===== src/rtl/dino_pkg.sv =====
// Shared types and defaults for the dino game input path.
// The jump FSM state encoding and timing defaults live here so other input blocks can reuse them.
package dino_pkg;

  typedef enum logic [1:0] {
    IDLE     = 2'd0,
    ARMED    = 2'd1,
    HOLD     = 2'd2,
    WAIT_REL = 2'd3
  } jump_state_t;

  localparam int DEFAULT_DEBOUNCE_CYCLES = 1000000;
  localparam int DEFAULT_HOLD_FRAMES     = 1;
  localparam int DEFAULT_REPEAT_FRAMES   = 4;
  localparam int FRAME_RATE_HZ           = 60;
  localparam int SYNC_STAGES             = 2;

  function automatic int max_int(input int a, input int b);
    return (a > b) ? a : b;
  endfunction

endpackage


===== src/rtl/button_debouncer.sv =====
// Two-flop synchroniser followed by a stable-count debouncer for one push-button or switch.
// btn_stable changes only after DEBOUNCE_CYCLES consecutive cycles of disagreement; press_evt marks each 0->1.
module button_debouncer
  import dino_pkg::*;
#(
  parameter int DEBOUNCE_CYCLES = DEFAULT_DEBOUNCE_CYCLES
) (
  input  logic clk,
  input  logic reset,
  input  logic button_raw,
  output logic btn_stable,
  output logic press_evt
);

  localparam int CNT_W = (DEBOUNCE_CYCLES > 2) ? $clog2(DEBOUNCE_CYCLES) : 1;
  localparam logic [CNT_W-1:0] CNT_LAST = CNT_W'(DEBOUNCE_CYCLES - 1);

  logic [SYNC_STAGES-1:0] sync_reg;
  logic [CNT_W-1:0]       cnt_reg;
  logic                   stable_reg;
  logic                   evt_reg;
  logic                   btn_sync;

  always_ff @(posedge clk or negedge reset) begin
    if (!reset) begin
      sync_reg <= '0;
    end else begin
      sync_reg <= {sync_reg[SYNC_STAGES-2:0], button_raw};
    end
  end

  assign btn_sync = sync_reg[SYNC_STAGES-1];

  // Any cycle of agreement restarts the count, so bounces shorter than the window never get through.
  always_ff @(posedge clk or negedge reset) begin
    if (!reset) begin
      cnt_reg    <= '0;
      stable_reg <= 1'b0;
      evt_reg    <= 1'b0;
    end else begin
      evt_reg <= 1'b0;
      if (btn_sync == stable_reg) begin
        cnt_reg <= '0;
      end else if (cnt_reg == CNT_LAST) begin
        cnt_reg    <= '0;
        stable_reg <= btn_sync;
        evt_reg    <= btn_sync;
      end else begin
        cnt_reg <= cnt_reg + CNT_W'(1);
      end
    end
  end

  assign btn_stable = stable_reg;
  assign press_evt  = evt_reg;

endmodule


===== src/rtl/jump_request_conditioner.sv =====
// Turns debounced jump-button presses into frame-aligned jump requests held for HOLD_FRAMES frames.
// Optional auto-repeat while the button stays held: define JUMP_AUTO_REPEAT_EN.
module jump_request_conditioner
  import dino_pkg::*;
#(
  parameter int DEBOUNCE_CYCLES = DEFAULT_DEBOUNCE_CYCLES,
  parameter int HOLD_FRAMES     = DEFAULT_HOLD_FRAMES,
  parameter int REPEAT_FRAMES   = DEFAULT_REPEAT_FRAMES
) (
  input  logic       clk,
  input  logic       reset,
  input  logic       button_raw,
  input  logic       frame_tick,
  input  logic       inhibit,
  output logic       jump_req,
  output logic       btn_stable,
  output logic [7:0] press_count,
  output logic       busy
);

  // Hold and repeat counters share one width, sized for the larger frame count.
  localparam int FRAME_CNT_W = $clog2(max_int(HOLD_FRAMES, REPEAT_FRAMES) + 1);
  localparam logic [FRAME_CNT_W-1:0] HOLD_LAST = FRAME_CNT_W'(HOLD_FRAMES - 1);

  logic                   press_evt;
  logic                   frame_q_reg;
  logic                   frame_edge;
  jump_state_t            state_reg, state_next;
  logic [FRAME_CNT_W-1:0] hold_cnt_reg, hold_cnt_next;
  logic [7:0]             press_count_reg, press_count_next;
  logic                   jump_req_reg, busy_reg;
  jump_state_t            exit_state;

  button_debouncer #(
    .DEBOUNCE_CYCLES(DEBOUNCE_CYCLES)
  ) u_debouncer (
    .clk       (clk),
    .reset     (reset),
    .button_raw(button_raw),
    .btn_stable(btn_stable),
    .press_evt (press_evt)
  );

  always_ff @(posedge clk or negedge reset) begin
    if (!reset) begin
      frame_q_reg <= 1'b0;
    end else begin
      frame_q_reg <= frame_tick;
    end
  end

  assign frame_edge = frame_tick & ~frame_q_reg;
  assign exit_state = btn_stable ? WAIT_REL : IDLE;

`ifdef JUMP_AUTO_REPEAT_EN
  localparam logic [FRAME_CNT_W-1:0] REP_LAST = FRAME_CNT_W'(REPEAT_FRAMES - 1);
  logic [FRAME_CNT_W-1:0] rep_cnt_reg, rep_cnt_next;

  always_ff @(posedge clk or negedge reset) begin
    if (!reset) begin
      rep_cnt_reg <= '0;
    end else begin
      rep_cnt_reg <= rep_cnt_next;
    end
  end
`endif

  always_ff @(posedge clk or negedge reset) begin
    if (!reset) begin
      state_reg       <= IDLE;
      hold_cnt_reg    <= '0;
      press_count_reg <= '0;
      jump_req_reg    <= 1'b0;
      busy_reg        <= 1'b0;
    end else begin
      state_reg       <= state_next;
      hold_cnt_reg    <= hold_cnt_next;
      press_count_reg <= press_count_next;
      jump_req_reg    <= (state_next == HOLD);
      busy_reg        <= (state_next == ARMED) || (state_next == HOLD);
    end
  end

  always_comb begin
    state_next       = state_reg;
    hold_cnt_next    = hold_cnt_reg;
    press_count_next = press_count_reg;
`ifdef JUMP_AUTO_REPEAT_EN
    rep_cnt_next     = rep_cnt_reg;
`endif
    case (state_reg)
      IDLE: begin
        if (press_evt && !inhibit) state_next = ARMED;
      end
      ARMED: begin
        if (inhibit) begin
          state_next = IDLE;
        end else if (frame_edge) begin
          state_next       = HOLD;
          hold_cnt_next    = '0;
          press_count_next = press_count_reg + 8'd1;
        end
      end
      HOLD: begin
        if (inhibit || (frame_edge && hold_cnt_reg == HOLD_LAST)) begin
          state_next = exit_state;
`ifdef JUMP_AUTO_REPEAT_EN
          rep_cnt_next = '0;
`endif
        end else if (frame_edge) begin
          hold_cnt_next = hold_cnt_reg + FRAME_CNT_W'(1);
        end
      end
      WAIT_REL: begin
        if (!btn_stable) begin
          state_next = IDLE;
`ifdef JUMP_AUTO_REPEAT_EN
          rep_cnt_next = '0;
        end else if (inhibit) begin
          rep_cnt_next = '0;
        end else if (frame_edge) begin
          if (rep_cnt_reg == REP_LAST) begin
            state_next   = ARMED;
            rep_cnt_next = '0;
          end else begin
            rep_cnt_next = rep_cnt_reg + FRAME_CNT_W'(1);
          end
`endif
        end
      end
      default: state_next = IDLE;
    endcase
  end

  assign jump_req    = jump_req_reg;
  assign busy        = busy_reg;
  assign press_count = press_count_reg;

endmodule


===== config.mk =====
export PLATFORM = sky130hd
export DESIGN_NAME = jump_request_conditioner
export DESIGN_NICKNAME = d
export VERILOG_FILES = /design/src/rtl/dino_pkg.sv /design/src/rtl/button_debouncer.sv /design/src/rtl/jump_request_conditioner.sv
export SDC_FILE = /design/constraint.sdc
export NUM_CORES = 1
export LEC_CHECK = 0
export CAP_MARGIN = 10
export CORE_UTILIZATION = 50
export DETAILED_ROUTE_END_ITERATION = 10
export PLACE_DENSITY = 0.82
export SLEW_MARGIN = 5
export SYNTH_ARGS = -nofsm -noshare
export SYNTH_HDL_FRONTEND = slang
export SYNTH_HIERARCHICAL = 1
export SYNTH_SLANG_ARGS = --single-unit

===== constraint.sdc =====
create_clock -name clk -period 2.2 [get_ports clk]
set_input_delay 0.44 -clock clk [delete_from_list [all_inputs] [get_ports clk]]
set_output_delay 0.44 -clock clk [all_outputs]
set_load 0.02 [all_outputs]

* Word-level counts from Yosys, hierarchy flattened
Index checks and enable logic that the tools add are counted.
Cells by class: $add $sub $neg 3, equality and inequality tests 11, muxes and demuxes 16, bitwise operators 4, reduce and logical (&&, ||, !) cells 11
Operator list (number):
- 2-to-1 mux 20 bit | 2
- adder 20 x 1 -> 20 bit, second input constant | 1
- equality test 20 bit, second input constant | 1
- 2-to-1 mux 2 bit | 6
- 2-to-1 mux 3 bit | 4
- adder 8 x 1 -> 8 bit, second input constant | 1
- != test 2 bit, second input constant | 4
- one-hot mux 2 bit (4 select lines) | 1
- equality test 2 bit, second input constant | 3
- one-hot mux 3 bit (2 select lines) | 1
- AND reduction 5 bit | 1
- equality test 2 x 1 -> 1 bit, second input constant | 2
- adder 3 x 1 -> 3 bit, second input constant | 1
- logical NOT 3 bit | 1
- NOT 1 bit | 3
- AND reduction 3 bit | 1
- logical AND 1 bit | 2
- logical NOT 2 bit | 1
- logical OR 1 bit | 2
- 2-to-1 mux 1 bit | 2
- AND reduction 2 bit | 1
- nonzero test 2 bit | 1
- bitwise AND 1 bit | 1
- equality test 1 bit | 1
- logical NOT 1 bit | 1
Word-level totals: flip-flop bits (word level) 40, word-level logic and storage cells 55

* Logic depth before layout (Yosys ltp)
depth after elaboration 8, depth in mapped cells 8, mapped depth without buffers 8

* Hierarchy
The synthesis kept the hierarchy.
Modules (own cells, without submodules):
- button_debouncer | times used 1, cells each 116, area each 1136.1 sq um, sequential area each 600.6 sq um
- jump_request_conditioner | times used 1, cells each 72, area each 783.3 sq um, sequential area each 400.4 sq um

* Worst setup path before layout
Ideal clock, no wire load.
path kind reg-to-reg, from reg u_debouncer.cnt_reg[0], to reg u_debouncer.cnt_reg[18], arrival 1.897 ns, required time 2.122 ns, slack 0.225 ns, stages on the path, launching flop included 7, buffers on the path 1, period minus slack after synthesis 1.975 ns, cell sequence dfrtp_1 -> ha_1 -> nand2_1 -> or4_1 -> buf_2 -> or4_1 -> a21oi_1
On the way: cells in the longest elaborated chain, start to end 3, elaborated cells on any way between the ends 4
Ends and longest elaborated chain:
- from (decl) | RTL line button_debouncer.sv:19 | logic [CNT_W-1:0] cnt_reg;
- from (signal assigned) | RTL line button_debouncer.sv:49 | cnt_reg <= cnt_reg + CNT_W'(1);
- adder 20 x 1 -> 20 bit or equality test 20 bit (tied branches) | RTL line button_debouncer.sv:49, button_debouncer.sv:44
- 2-to-1 mux 20 bit * | RTL line button_debouncer.sv:44 | end else if (cnt_reg == CNT_LAST) begin
- 2-to-1 mux 20 bit * | RTL line button_debouncer.sv:42 | if (btn_sync == stable_reg) begin
Mark *: on every way between the ends. The rest lies on a longest branch, timed or not. A chain may end at the register's enable or synchronous reset.

* Final worst setup path
Ends and elaborated chain as after synthesis.

==> flow_summary.yaml <==
run_status:
  run_status: "completed"
layout:
  layout-drive-gt1-share_pct: 10.7
  syn_to_final_growth_pct: 14.6
  post-route-util_pct: 60.1
  largest_register_ffs: 20
  final_nets: 216
  antennaDiodeCount: 0
drt:
  ant_nets: 0
  dr.pass1.iters: 4
  post_drt_via_cell_ratio: 5.46
  avgRoutedWirePerCell_um: 12.8
  routed_wirelength_um: 3260
  vias: 1386
  route.detailed.drc: 0
  initialDrtViolationCount: 85
power_and_ir_drop:
  p_per_area_mw_per_mm2: 571
  reported_net_switching_power_uw: 277
  vdd_drop_max_uv: 344
  internal-power_uw: 978
  power.static_leakage_uw: 0.000943
  sw_share_pct: 22.1
  power_frac_seq_pct: 59.9
  clockPowerShare_pct: 36.0
  comb_power_share_pct: 4.1
critical_path:
  worstSetupPathType: "reg -> reg"
  required_time_of_the_critical_path_ps: 2420
  critPathMaxFanout: 8
  ff2ff_path_depth: 5
  r2r-start: "u_debouncer/cnt_reg[0]"
  timing.critical_path.from_type: "register"
  rrSetupSlack_ps: 180
  worst_setup_path_end_kind: "register"
  arrival_ps: 2240
  critical_path.reg2reg.endpoint: "u_debouncer/cnt_reg[18]"
yosys:
  synthesis.nets: 198
  synthesis.area_mm2: 0.00192
  ys_seq_elements: 40
  post_synth_main_area_contributors: "dfrtp_1, xor2_1, nor2_1"
  syn_inst: 188
  synth.distinct_cells: 39
  number_of_warning_messages_in_the_yosys_log: 6
  part_of_the_yosys_area_used_for_sequential_elements_pct: 52.2
  post-synth-top-area-cell: "dfrtp_1"
  yosysTopAreaCellShare_pct: 52.2
  synth.avg_cell_area_um2: 10.2
grt:
  grt.overflow.total: 0
  first_pass_grt_wire_length_um: 6060
  grt_start_max_net_pins: 28
  antenna_violations_before_repair: 0
  vias_in_the_first_global_route: 1351
  grtUsageTotal_pct: 19.7
placed_design:
  gpl.final_weighted_congestion: 0.788
  buffer_ports.inserted: 15
  dp_hpwl_um: 2360
flow_run:
  maxCapViolations: 0
clocking:
  post_cts_hold_buffer_count: 0
  tritoncts: "built"
  clkTransAtPathRegs_ps: 80
  tritoncts.num_buffers: 5
  clock_insertion_delay_at_the_later_pin_of_the_skew_report_ps: 300
  cts_max_path_buffers: 2
  cts_htree_levels: 2
  root_buffer: "clkbuf_8"
  numClockSinks: 40
timing:
  worstMarginPinSlew_ps: 580
  unrepaired_setup_endpoints_after_global_routing: "false"
  max_freq_mhz: 494
  setup_viol: 0
  period_needed_ps: 2020
  timing_hold_violations_final: 0
  final.setup.tns_ps: 0
  slew_headroom_pct: 61.3
  fin_crit_sh_pct: 92.0
  clock-skew-final_ps: 9.46
  slew_viol_final: 0
floorplan:
  design.die.area_mm2: 0.00409
  core_area_mm2: 0.00366
  io_pins: 16
  die-height_um: 64.0
  fp.dieW_um: 64.0
  initial_utilization_pct: 52.4
  floorplan.rows: 22
worst_hold_path:
  min-delay-path-class: "in -> async"
## Yosys cell counts
master / count
nor3b_4: 1
and3_2: 1
nor4_1: 3
o2bb2ai_1: 1
nand2_1: 11
dfrtp_1: 40
nor3_2: 1
xor2_1: 10
or3_2: 3
a21oi_1: 8
mux2_2: 2
nor3_1: 4
nand2b_1: 1
and3_1: 1
a211oi_1: 1
o41a_1: 1
or2_2: 1
and3b_1: 1
nor2_1: 19
nand2_2: 1
xnor2_1: 8
inv_1: 10
nor4bb_1: 1
a211o_1: 2
nor4b_1: 1
nor2b_1: 3
o31ai_1: 3
nand3_1: 12
o32a_1: 1
nand3_2: 1
nand4_1: 4
or4_1: 5
ha_1: 5
o32ai_1: 1
buf_2: 2
o21ai_0: 10
clkbuf_1: 5
and2_1: 1
or3_1: 2
## worst max path at each step
| stage | start | end | slack, ps | depth (start not counted) |
|---|---|---|---|---|
| after floorplan | u_debouncer/cnt_reg[0] | u_debouncer/cnt_reg[18] | 220 | 6 |
| after global placement | u_debouncer/cnt_reg[0] | u_debouncer/cnt_reg[18] | 180 | 5 |
| after detailed placement | u_debouncer/cnt_reg[0] | u_debouncer/cnt_reg[18] | 120 | 5 |
| after CTS | u_debouncer/cnt_reg[0] | u_debouncer/cnt_reg[18] | 90 | 5 |
| after global routing | u_debouncer/cnt_reg[0] | u_debouncer/cnt_reg[18] | 30 | 5 |
| final | u_debouncer/cnt_reg[0] | u_debouncer/cnt_reg[18] | 180 | 5 |
## critical path, cell delays in order, from the launching register on
cell and delay, ps:
dfrtp_1 400, ha_1 240, nand2_1 110, or4_4 570, or4_1 490, a21oi_1 150
## stage by stage
step                      power, uW  worst slack (ps)  instance area, um2  hold WS (ps)  std cells
after floorplan                 786               225                1920           144        188
after global placement          817               179                2120           335        247
after detailed placement        819               115                2120           337        247
after CTS                      1270              94.0                2200           153        254
after global routing           1320              34.9                2200           183        254
final                          1260               176                2200           131        254
## placed cells by master, fill, tap and decap left out, drive strengths merged, types with 4 or more instances in the layout
master,netlist,routed
a21oi,8,8
buf,2,4
clkbuf,5,6
clkdlybuf4s50,0,14
dfrtp,40,40
ha,5,5
inv,10,10
nand2,12,12
nand3,13,13
nand4,4,4
nor2,19,19
nor3,5,5
o21ai,10,10
or3,5,5
or4,5,5
xnor2,8,8
xor2,10,10
## layout make-up
cell class,count,area (um2)
Fill cell,304,1460
Sequential cell,40,1000
Multi-Input combinational cell,131,856
Timing Repair Buffer,18,168
Clock buffer,6,72.6
Tap cell,48,60.1
Inverter,10,37.5
Clock inverter,1,5.00
## cell families (layout without fill, tap and decap cells)
kind of cell	Yosys count	count (layout)	share of synthesized area, %
xor+xnor	18	18	8.21
buf+inv	17	35	3.46
fa+ha+maj	5	5	3.26
simple gates	78	78	22.6
mux	2	2	1.17
flops	40	40	52.2
compound gates	28	28	9.19
## what timing repair did
action / 4_1_cts / 5_1_grt
buffers inserted: 0 / 0
resized for setup: 0 / 1
setup endpoints to repair: 0 / 4
## power by group through the flow
stage               combinational [uW]  sequential, uW  clock, uW
floorplan                         19.1             766          0
global placement                  51.6             766          0
detailed placement                52.7             766          0
CTS                               53.0             752        466
global route                      60.6             753        503
finish                            51.2             752        452
## routing by layer
metal,track usage (%),share of wire (%),vias up
met5,0,0,-
met1,23.4,45,657
met4,10.5,2.8,0
li1,-,-,693
met2,32.0,48,25
met3,5.89,3.6,11
No activity file was read; power rests on OpenSTA's default activity.
